===== src/rtl/apb_reg_pkg.sv =====
// Shared types and decode helpers for the APB register slaves.
// Index and error rules live here so every slave decodes addresses the same way.
package apb_reg_pkg;

  typedef enum logic {
    IDLE   = 1'b0,
    ACCESS = 1'b1
  } state_t;

  localparam int WAIT_CNT_W = 4;

  function automatic logic [29:0] reg_index(input logic [31:0] paddr);
    return paddr[31:2];
  endfunction

  // Unaligned, unmapped, or a write that lands on a read-only status word.
  function automatic logic is_err(input logic [29:0] index, input logic pwrite,
                                  input logic aligned, input int unsigned n_rw,
                                  input int unsigned n_ro);
    return !aligned || (32'(index) >= n_rw + n_ro) || (pwrite && (32'(index) >= n_rw));
  endfunction

endpackage


===== src/rtl/apb_addr_decode.sv =====
// Combinational APB word-address decode: register index, alignment, region and error flags.
module apb_addr_decode
  import apb_reg_pkg::*;
#(
  parameter int ADDR_W = 8,
  parameter int N_RW   = 4,
  parameter int N_RO   = 2
) (
  input  logic [ADDR_W-1:0] paddr,
  input  logic              pwrite,
  output logic [ADDR_W-3:0] index,
  output logic              aligned,
  output logic              is_rw,
  output logic              is_ro,
  output logic              err
);

  logic [29:0] idx_full;

  assign idx_full = reg_index(32'(paddr));
  assign index    = idx_full[ADDR_W-3:0];
  assign aligned  = (paddr[1:0] == 2'b00);
  // Region flags look only at the index; alignment is reported separately.
  assign is_rw    = (idx_full < 30'(N_RW));
  assign is_ro    = !is_rw && (idx_full < 30'(N_RW + N_RO));
  assign err      = is_err(idx_full, pwrite, aligned, N_RW, N_RO);

endmodule


===== src/rtl/apb_reg_slave.sv =====
// Parametrised APB4 register slave: RW control words with byte strobes, RO status words,
// programmable wait states and decoded pslverr.
module apb_reg_slave
  import apb_reg_pkg::*;
#(
  parameter int                ADDR_W      = 8,
  parameter int                DATA_W      = 32,
  parameter int                N_RW        = 4,
  parameter int                N_RO        = 2,
  parameter int                WAIT_CYCLES = 2,
  parameter logic [DATA_W-1:0] RW_RESET    = '0
) (
  input  logic                   pclk,
  input  logic                   preset_n,
  input  logic                   psel,
  input  logic                   penable,
  input  logic                   pwrite,
  input  logic [ADDR_W-1:0]      paddr,
  input  logic [DATA_W-1:0]      pwdata,
  input  logic [DATA_W/8-1:0]    pstrb,
  output logic [DATA_W-1:0]      prdata,
  output logic                   pready,
  output logic                   pslverr,
  input  logic [N_RO*DATA_W-1:0] ro_status,
  output logic [N_RW*DATA_W-1:0] rw_regs,
  output logic [N_RW-1:0]        wr_pulse
);

  localparam int IDX_W = ADDR_W - 2;
  localparam int NB    = DATA_W / 8;

  state_t                      state_q, state_d;
  logic [WAIT_CNT_W-1:0]       cnt_q, cnt_d;
  logic [IDX_W-1:0]            idx_q;
  logic                        write_q, err_q, aligned_q, is_rw_q, is_ro_q;
  logic [NB-1:0]               strb_q;
  logic [DATA_W-1:0]           wdata_q;
  logic [N_RW-1:0][DATA_W-1:0] rw_q;
  logic [N_RO-1:0][DATA_W-1:0] ro_v;
  logic [N_RW-1:0]             wr_pulse_q;
  logic [DATA_W-1:0]           rdata;
  logic                        latch, commit, ready_w;

  logic [IDX_W-1:0] dec_index;
  logic             dec_aligned, dec_is_rw, dec_is_ro, dec_err;

  apb_addr_decode #(
    .ADDR_W (ADDR_W),
    .N_RW   (N_RW),
    .N_RO   (N_RO)
  ) u_decode (
    .paddr   (paddr),
    .pwrite  (pwrite),
    .index   (dec_index),
    .aligned (dec_aligned),
    .is_rw   (dec_is_rw),
    .is_ro   (dec_is_ro),
    .err     (dec_err)
  );

  assign ro_v    = ro_status;
  assign ready_w = (state_q == ACCESS) && (cnt_q == '0);

  always_comb begin
    state_d = state_q;
    cnt_d   = cnt_q;
    latch   = 1'b0;
    commit  = 1'b0;
    case (state_q)
      IDLE: begin
        // psel && penable with no setup phase is a protocol violation and is ignored.
        if (psel && !penable) begin
          latch   = 1'b1;
          cnt_d   = WAIT_CNT_W'(WAIT_CYCLES);
          state_d = ACCESS;
        end
      end
      ACCESS: begin
        if (!psel) begin
          state_d = IDLE;
        end else if (penable) begin
          if (ready_w) begin
            state_d = IDLE;
            commit  = write_q && !err_q;
          end else begin
            cnt_d = cnt_q - WAIT_CNT_W'(1);
          end
        end
      end
      default: state_d = IDLE;
    endcase
  end

  always_ff @(posedge pclk) begin
    if (!preset_n) begin
      state_q    <= IDLE;
      cnt_q      <= '0;
      idx_q      <= '0;
      write_q    <= 1'b0;
      err_q      <= 1'b0;
      aligned_q  <= 1'b0;
      is_rw_q    <= 1'b0;
      is_ro_q    <= 1'b0;
      strb_q     <= '0;
      wdata_q    <= '0;
      wr_pulse_q <= '0;
      for (int k = 0; k < N_RW; k++) rw_q[k] <= RW_RESET;
    end else begin
      state_q <= state_d;
      cnt_q   <= cnt_d;
      if (latch) begin
        idx_q     <= dec_index;
        write_q   <= pwrite;
        err_q     <= dec_err;
        aligned_q <= dec_aligned;
        is_rw_q   <= dec_is_rw;
        is_ro_q   <= dec_is_ro;
        strb_q    <= pstrb;
        wdata_q   <= pwdata;
      end
      // wr_pulse fires on every committed write, even with all strobes low.
      for (int k = 0; k < N_RW; k++) begin
        wr_pulse_q[k] <= commit && (idx_q == IDX_W'(k));
        for (int b = 0; b < NB; b++) begin
          if (commit && (idx_q == IDX_W'(k)) && strb_q[b])
            rw_q[k][b*8 +: 8] <= wdata_q[b*8 +: 8];
        end
      end
    end
  end

  // Status words are read live so the value on the completion cycle is returned.
  always_comb begin
    rdata = '0;
    for (int k = 0; k < N_RW; k++)
      if (aligned_q && is_rw_q && (idx_q == IDX_W'(k))) rdata = rw_q[k];
    for (int k = 0; k < N_RO; k++)
      if (aligned_q && is_ro_q && (idx_q == IDX_W'(N_RW + k))) rdata = ro_v[k];
  end

  assign pready   = ready_w;
  assign pslverr  = ready_w && err_q;
  assign prdata   = (ready_w && !write_q && !err_q) ? rdata : '0;
  assign rw_regs  = rw_q;
  assign wr_pulse = wr_pulse_q;

endmodule


===== config.mk =====
export PLATFORM = sky130hd
export DESIGN_NAME = apb_reg_slave
export DESIGN_NICKNAME = d
export VERILOG_FILES = /design/src/rtl/apb_reg_pkg.sv /design/src/rtl/apb_addr_decode.sv /design/src/rtl/apb_reg_slave.sv
export SDC_FILE = /design/constraint.sdc
export NUM_CORES = 1
export LEC_CHECK = 0
export BUFFER_PORTS_ARGS = -buffer_cell sky130_fd_sc_hd__buf_4
export CORE_UTILIZATION = 55
export DETAILED_ROUTE_END_ITERATION = 7
export PLACE_DENSITY = 0.86
export REMOVE_ABC_BUFFERS = 1
export SLEW_MARGIN = 20
export SYNTH_ARGS = -nofsm -noshare
export SYNTH_HDL_FRONTEND = slang
export SYNTH_SLANG_ARGS = --single-unit
export TNS_END_PERCENT = 30

===== constraint.sdc =====
create_clock -name pclk -period 5.6 [get_ports pclk]
set_input_delay 0.28 -clock pclk [delete_from_list [all_inputs] [get_ports pclk]]
set_output_delay 0.28 -clock pclk [all_outputs]
set_load 0.03 [all_outputs]

==> results of run 1 <==
[worst register-to-register path: cells and delay by family, from the launching register on]
family | cells | cell delay [ns]
multiplexers | 1 | 0.25
buffers and inverters | 2 | 0.35
adder cells (fa/ha/maj) | 1 | 0.18
AND/OR/NAND/NOR | 3 | 1.36
flip-flops | 1 | 0.34
[state kept, by name, indices dropped and copies added, names as in the netlist]
signal,count
idx_q,6
aligned_q,1
write_q,1
state_q,1
rw_regs,128
is_rw_q,1
strb_q,4
wdata_q,32
cnt_q,4
is_ro_q,1
wr_pulse,4
err_q,1
[kinds of logic (layout without fill, tap and decap cells)]
| logic type | after synthesis | after routing | share of synthesized area, % |
|---|---|---|---|
| multiplexers | 141 | 141 | 17.9 |
| AND/OR/NAND/NOR | 386 | 386 | 20.5 |
| adder cells (fa/ha/maj) | 1 | 1 | 0.145 |
| flip-flops | 184 | 184 | 42.8 |
| buffers and inverters | 82 | 327 | 3.95 |
| AO/OA/AOI/OAI | 191 | 191 | 14.4 |
| XOR/XNOR | 3 | 3 | 0.305 |
[path summary, 6_finish.rpt]
path	to	slack, ns	cells past startpoint	start
worst min-delay path	state_q	0.07	2	penable
worst min register to register	wdata_q[18]	0.46	2	wdata_q[18]
worst max register to register	rw_regs[47]	3.04	7	cnt_q[0]
worst max-delay path	prdata[1]	2.24	6	idx_q[1]
[per-stage QoR]
step                      util [%]  setup WS [ns]
final                         74.6           2.24
after global routing          74.6           2.16
after CTS                     74.6           2.29
after detailed placement      70.5           2.76
after global placement        70.5           2.84
after floorplan                  -           1.62
[cell type report]
type / instances / area [um^2]
Clock buffer: 19 / 443
Clock inverter: 12 / 174
Fill cell: 1194 / 3880
Inverter: 5 / 18.8
Multi-Input combinational cell: 722 / 4600
Sequential cell: 184 / 3690
Tap cell: 211 / 264
Timing Repair Buffer: 291 / 2190
[report_power, final]
part / internal (W) / total (W) / leakage, nW / switching [W]
combinational: 0.0000842 / 0.000188 / 3.05 / 0.000104
clock: 0.000757 / 0.00126 / 0.303 / 0.000504
sequential: 0.00132 / 0.00134 / 1.49 / 0.0000173
[metal layers]
layer	wire [um]	global-route usage (%)	vias up
met4	998	16.6	0
met1	10500	38.0	3965
met3	1990	6.53	58
met2	13000	56.8	370
li1	-	-	3883
met5	0	0	-
[cell usage after synthesis (all sizes together), types with 16 or more instances]
cell type  count  area [um^2]
o2bb2ai       22          193
nor2b         24          150
mux2i        128         1280
o21ai         63          315
a21boi        45          338
clkbuf        61          229
a21oi         17         85.1
nor2          32          120
nand2        283         1060
a31oi         20          125
buf           16         92.6
dfxtp        184         3680
o211ai        22          165
==> metrics, run 1 <==
Crit-path slowest cell=or3_1; largest net degree at the start of global routing=137; number of diodes=0; number of synthesized flops with an enable pin=0; overall die area=16200 um^2; Clock transition at path regs=around 0.07 ns; syn_area_per_cell=8.71 um^2; CP most frequent cell=buf_4; row cnt=45; routability congestion estimate=between 0.8 and 0.9; CTS H-tree depth=4; Power Total=0.00279 W; FF+latch count, synth=approximately 180; first-pass GRT wire length=40.6 mm; Setup Viol. Count Final=0; most common cell after layout, fill and taps aside=buf_4; Critical Path Fanout Max=25; outcome=finished, final reports clean; clk sinks=roughly 180; antenna violations before repair=0; Post-CTS Setup Repair Bufs=0; Worst EP required=between 5 and 6 ns; crit path DAT=3.08 ns; GRT Total Usage=roughly 33%; total CTS buffers=17; DRT Pass-1 Iters=5; drt wl/cell=18.3 um; RSZ-0062 raised after global routing=no; CP Capture Type=primary output; Slew headroom=between 30% and 40%; vias in the first global route=7764; asr flop ratio synth=0%; cts repair resizes=0; IO Pins=279; routed vias/inst=between 5 and 6; Worst-Skew Late Latency=around 0.42 ns; sequential area share after synthesis=42.8%; area grow syn2layout=32.2%; leading cell types in the layout, fill and taps excluded=290 x buf_4, 283 x nand2_1, 182 x dfxtp_1; yosys warns=0; TritonCTS clock tree=yes; Setup Skew=0.00774 ns; Hold WC Path Type=in -> reg; placed wire-length estimate=17.9 mm; hold_ws=between 0.06 and 0.07 ns; Max Fclk=between 0.2 and 0.3 GHz; Critical Path Source Type=flip-flop; PortBufs=between 200 and 300; Cell Count Post-Placement=1413; Post-route DRC=0; minimum clock period=3.36 ns; Cell Chain, Critical Path=nand4b_1 > or3_1 > buf_4 > o21ai_0 > a31oi_1 > buf_4; via count=8276; Leakage Power=between 4 and 5 nW; mapped cell area=8610 um^2; initial DRC count=around 550; total grt overflow=0; Worst VDD drop=approximately 0.20 mV; Post-Syn Instances=988; Die Wd=approximately 130 um; top_reg_cell synth=dfxtp_1; Core ar.=15300 um^2; placed standard-cell area=between 10000 and 15000 um^2; Total Routed Length=26.5 mm; max incr delay on CP=0.76 ns; total negative slack=0 ns; Final Max Tran Viols=0; Routed Antenna Nets=0; share of cells above drive strength 1=29.0%; Pwr Density=245 nW/um^2; Worst-Margin Slew=0.940 ns; count of cell types in the netlist=about 40; Final Cell Area=11400 um^2; Setup CP Type=reg -> out; Worst path top cell family by delay=simple AND/OR/NAND/NOR gates; CTS Buffer Depth=2; clk root buf=clkbuf_16; CTS Hold Bufs=0; Final Non-Filler Cells=1444; initial core utilization=a little under three fifths; nets=~1.3k; Die Ht=between 100 and 150 um; period utilisation layout=roughly three fifths; Critical path buffers and inverters=2; MaxCap Viol Count=0; Hold Violations, Final=0
(Power assumes the default switching activity.)
==> run 2, diff against run 1 <==
--- a/config.mk
+++ b/config.mk
@@ -6,9 +6,9 @@
 export NUM_CORES = 1
 export LEC_CHECK = 0
 export BUFFER_PORTS_ARGS = -buffer_cell sky130_fd_sc_hd__buf_4
-export CORE_UTILIZATION = 55
+export CORE_UTILIZATION = 51
 export DETAILED_ROUTE_END_ITERATION = 7
-export PLACE_DENSITY = 0.86
+export PLACE_DENSITY = 0.8
 export REMOVE_ABC_BUFFERS = 1
 export SLEW_MARGIN = 20
 export SYNTH_ARGS = -nofsm -noshare
==> constraint.sdc (replaced) <==
create_clock -name pclk -period 3.1 [get_ports pclk]
set_input_delay 0.155 -clock pclk [delete_from_list [all_inputs] [get_ports pclk]]
set_output_delay 0.155 -clock pclk [all_outputs]
set_load 0.03 [all_outputs]
==> run 2 against run 1 <==
  * Clock power increased by 80%
  * First-iteration DRC count decreased by 7.4%
  * Critical path depth decreased by 1
  * Total power increased by 82%
  * Global-route usage decreased by 2.1 points
  * Non-clock buffer count increased by 48
  * Clock-buffer cell count decreased by 1
  * Critical path type unchanged
  * Critical endpoint is now prdata[5]
  * Via count increased by 0.48%
==> metrics, run 2 (synthesis results as in run 1) <==
GRT Total Usage=30.5% (-2.1 points); total grt overflow=0 (unchanged); Max Fclk=0.354 GHz; Setup Viol. Count Final=0 (unchanged); total CTS buffers=17 (unchanged); leading cell types in the layout, fill and taps excluded=304 x buf_4, 283 x nand2_1, 182 x dfxtp_1; overall die area=17400 um^2 (+7.7%); Final Max Tran Viols=0 (unchanged); Total Routed Length=26.5 mm (+0.24%); routed vias/inst=5.54 (-3.4%); Worst EP required=2.94 ns (-2.38 ns); initial core utilization=52.1% (-4.3 points); period utilisation layout=91.1%; placed wire-length estimate=18.0 mm (+0.56%); first-pass GRT wire length=42.0 mm (+3.4%); Filler Cells Inserted=1284 (+7.5%); largest net degree at the start of global routing=105 (-23%); IO Pins=279 (unchanged); CTS H-tree depth=4 (unchanged); fin util=71.7% (-2.9 points); Setup CP Type=reg -> out; outcome=finished, final reports clean; max reg flops=128 (unchanged); cts repair resizes=0 (unchanged); area grow syn2layout=37.7%; RSZ-0062 raised after global routing=no; Leakage Power=5.07 nW (+4.7%); Hold Violations, Final=0 (unchanged); Post-route DRC=0 (unchanged); minimum clock period=~2.8 ns; via count=8316 (+0.48%); number of diodes=0 (unchanged); Die Wd=132 um (+3.8%); Worst-Margin Slew=0.729 ns (-0.211 ns); placed standard-cell area=10900 um^2 (+1.3%); Die Ht=132 um (+3.8%); Slew headroom=51.4% (+14 points); Hold WC Path Type=in -> reg; nets=1383 (+3.6%); Critical Path Fanout Max=22 (-12%); Clock transition at path regs=0.06 ns (about the same); row cnt=47 (+4.4%); DRT Pass-1 Iters=5 (unchanged); Routed Antenna Nets=0 (unchanged); drt wl/cell=17.7 um (-3.6%); crit path DAT=2.67 ns (-0.41 ns); TritonCTS clock tree=yes; clk sinks=184 (unchanged); Pwr Density=428 nW/um^2 (+75%); clk root buf=clkbuf_16; CP Capture Type=primary output; most common cell after layout, fill and taps aside=buf_4; Setup Skew=0.0153 ns (+0.00752 ns); vias in the first global route=8033 (+3.5%); Worst-Skew Late Latency=0.43 ns (about the same); PortBufs=278 (unchanged); share of cells above drive strength 1=29.2% (+0.22 points); routability congestion estimate=0.791 (-4.4%); Worst VDD drop=0.357 mV (+76%); Core ar.=16500 um^2 (+8.3%); initial DRC count=511 (-7.4%); Critical Path Source Type=flip-flop; Power Total=0.00508 W (+82%); antenna violations before repair=0 (unchanged); MaxCap Viol Count=0 (unchanged); CTS Buffer Depth=2 (unchanged); Final Cell Area=11900 um^2 (+4.2%)
==> run 2: what timing repair did <==
action | 4_1_cts | 5_1_grt
endpoints found under the hold margin | 32 | 0
endpoints found under the setup margin | 0 | 0
hold buffers | 33 | 0
buffers inserted | 0 | 0
==> run 2: final cells by class <==
| type | instances | area [um^2] | area share, % |
|---|---|---|---|
| clock buffer | 18 | 439 | 3.71 |
| clock inverter | 14 | 184 | 1.55 |
| inverter | 5 | 18.8 | 0.158 |
| multi-input combinational | 722 | 4600 | 38.8 |
| sequential | 184 | 3690 | 31.1 |
| tap | 220 | 275 | 2.32 |
| timing repair buffer | 339 | 2640 | 22.3 |
==> run 2: per-stage QoR <==
stage | setup WS (ns) | setup TNS, ns | hold slack (ns) | std cells
2_1_floorplan | -0.754 | -42.26 | 0.242 | 911
3_3_place_gp | 0.686 | 0 | 0.365 | 1437
3_5_place_dp | 0.572 | 0 | 0.373 | 1437
4_1_cts | 0.274 | 0 | 0.00181 | 1502
5_1_grt | 0.188 | 0 | 0.00984 | 1502
6_report | 0.277 | 0 | 0.0126 | 1502
==> run 2: routing by layer <==
layer  up-vias  GRT usage (%)  wire length (um)
li1       3985              -                 -
met1      3973           37.8             11400
met2       311           52.7             13000
met3        47           5.50              1520
met4         0           11.0               659
met5         -              0                 0
==> run 2: path summary, 6_finish.rpt <==
check                                 from          end  slack, ns  cells past startpoint
worst max-delay path              idx_q[5]    prdata[5]       0.28                      5
worst min-delay path             pwdata[0]   wdata_q[0]       0.01                      3
worst max register to register    idx_q[5]  rw_regs[17]       0.57                      4
worst min register to register  wdata_q[0]   wdata_q[0]       0.46                      2
==> run 2: worst max-delay path: stages, from the launching register on <==
cell      delay [ns]
dfxtp_1         0.33
or3_1           0.44
or3b_2          0.78
o211ai_1        0.39
a31oi_1         0.12
buf_4           0.18
==> run 2: power by group <==
group | switching, W | leakage, nW | total [W] | internal (W)
registers | 0.0000270 | 1.49 | 0.00242 | 0.00239
clock network | 0.000956 | 0.306 | 0.00227 | 0.00131
logic | 0.000203 | 3.27 | 0.000389 | 0.000186
==> run 3, diff against run 2 <==
--- a/config.mk
+++ b/config.mk
@@ -6,9 +6,9 @@
 export NUM_CORES = 1
 export LEC_CHECK = 0
 export BUFFER_PORTS_ARGS = -buffer_cell sky130_fd_sc_hd__buf_4
-export CORE_UTILIZATION = 51
+export CORE_UTILIZATION = 40
 export DETAILED_ROUTE_END_ITERATION = 7
-export PLACE_DENSITY = 0.8
+export PLACE_DENSITY = 0.65
 export REMOVE_ABC_BUFFERS = 1
 export SLEW_MARGIN = 20
 export SYNTH_ARGS = -nofsm -noshare
==> run 3 against run 2 <==
  * Die area is 27% higher
  * Global-route usage is 5.8 points lower
  * Largest power group unchanged
  * Final area is 0.57% higher
  * Hold slack better by 0.0097 ns
  * Utilization is 15 points lower
  * Sequential power hardly changed
  * Largest cell class unchanged
  * Critical path depth stayed put
==> metrics, run 3 (synthesis results as in run 1) <==
share of cells above drive strength 1=28.7% (-0.42 points); Slew headroom=53.1% (+1.7 points); Final Cell Area=11900 um^2 (+0.57%); Post-CTS Setup Repair Bufs=0 (unchanged); clk root buf=clkbuf_16; MaxCap Viol Count=0 (unchanged); total CTS buffers=17 (unchanged); total grt overflow=0 (unchanged); Core ar.=21100 um^2 (+28%); Routed Antenna Nets=0 (unchanged); total negative slack=0 ns (unchanged); Clock transition at path regs=0.07 ns (about the same); CP Capture Type=primary output; PortBufs=278 (unchanged); Post-route DRC=0 (unchanged); Hold WC Path Type=in -> reg; most common cell after layout, fill and taps aside=buf_4; IO Pins=279 (unchanged); Die Ht=149 um (+13%); Power Total=0.00498 W (-1.8%); overall die area=22100 um^2 (+27%); Max Fclk=0.359 GHz (+1.2%); CTS H-tree depth=4 (unchanged); drt wl/cell=17.7 um (+0.14%); clk sinks=184 (unchanged); row cnt=53 (+13%); TritonCTS clock tree=yes; max reg flops=128 (unchanged); number of diodes=0 (unchanged); routed vias/inst=5.13 (-7.4%); initial DRC count=326 (-36%); via count=7970 (-4.2%); Hold Violations, Final=0 (unchanged); minimum clock period=2.79 ns (-0.0338 ns); routability congestion estimate=0.773 (-2.3%); period utilisation layout=90.0% (-1.1 points); Leakage Power=5.04 nW (-0.49%); Pwr Density=418 nW/um^2 (-2.4%); GRT Total Usage=24.7% (-5.8 points); DRT Pass-1 Iters=4 (-1); Critical Path Fanout Max=22 (unchanged); Worst-Margin Slew=0.700 ns (-0.0281 ns); Setup Skew=0.0128 ns (-0.00242 ns); outcome=finished, final reports clean; Total Routed Length=27.5 mm (+3.7%); Worst-Skew Late Latency=0.42 ns (about the same); leading cell types in the layout, fill and taps excluded=295 x buf_4, 283 x nand2_1, 182 x dfxtp_1; first-pass GRT wire length=41.9 mm (-0.33%); Setup CP Type=reg -> out; CTS Buffer Depth=2 (unchanged); RSZ-0062 raised after global routing=no; Setup Viol. Count Final=0 (unchanged); area grow syn2layout=38.5%; placed wire-length estimate=19.0 mm (+5.5%); Critical Path Source Type=flip-flop; Reg2Reg Depth=4 (unchanged); initial core utilization=40.8% (-11 points); Worst EP required=2.94 ns (about the same); vias in the first global route=7606 (-5.3%); cts repair resizes=0 (unchanged); Worst Hold Depth=3 (unchanged); crit path DAT=2.63 ns (-0.04 ns); Worst VDD drop=0.332 mV (-7.2%); nets=1381 (-0.14%); Final Max Tran Viols=0 (unchanged); antenna violations before repair=0 (unchanged); hold_ws=0.0223 ns (+0.00965 ns); largest net degree at the start of global routing=92 (-12%); placed standard-cell area=10900 um^2 (+0.44%); Die Wd=149 um (+13%)
[run 3: final timing paths]
check                                 start          end  slack, ns
worst max-delay path               idx_q[5]    prdata[0]       0.31
worst min-delay path              pwdata[1]   wdata_q[1]       0.02
worst max register to register     idx_q[5]  rw_regs[21]       0.58
worst min register to register  wdata_q[17]  wdata_q[17]       0.46
[run 3: where the power goes]
part	switching, W	internal, W	total [W]
Sequential	0.0000258	0.00239	0.00242
Clock	0.00100	0.00117	0.00217
Combinational	0.000205	0.000190	0.000395
[run 3: layer usage]
metal	vias to the layer above	wire length (um)	global-route usage, %
met5	-	0	0
met4	0	251	6.08
met3	15	1850	5.34
met2	248	13500	42.9
met1	3722	11900	30.8
li1	3985	-	-
[run 3: final cells by class]
| cell class | count | area, um^2 |
|---|---|---|
| inverter | 5 | 18.8 |
| clock buffer | 18 | 439 |
| fill | 1984 | 9170 |
| timing repair buffer | 337 | 2670 |
| multi-input combinational | 722 | 4610 |
| clock inverter | 14 | 154 |
| sequential | 184 | 3690 |
| tap | 275 | 344 |
[run 3: timing repair]
item | 4_1_cts | 5_1_grt
hold buffers | 37 | 1
hold endpoints to repair | 36 | 1
setup endpoints to repair | 0 | 0
[run 3: through the flow]
| step | util (%) | setup slack (ns) | std cells |
|---|---|---|---|
| after detailed placement | 51.9 | 0.568 | 1485 |
| final | 56.5 | 0.311 | 1555 |
| after floorplan | - | -0.754 | 911 |
| after global placement | 51.9 | 0.654 | 1485 |
| after global routing | 56.5 | 0.159 | 1555 |
| after CTS | 56.5 | 0.280 | 1554 |
[run 3: critical path: stages, from the launching register on]
cell	delay [ns]
dfxtp_1	0.33
or3_1	0.46
or3b_2	0.79
o211ai_1	0.28
a31oi_1	0.16
buf_4	0.20
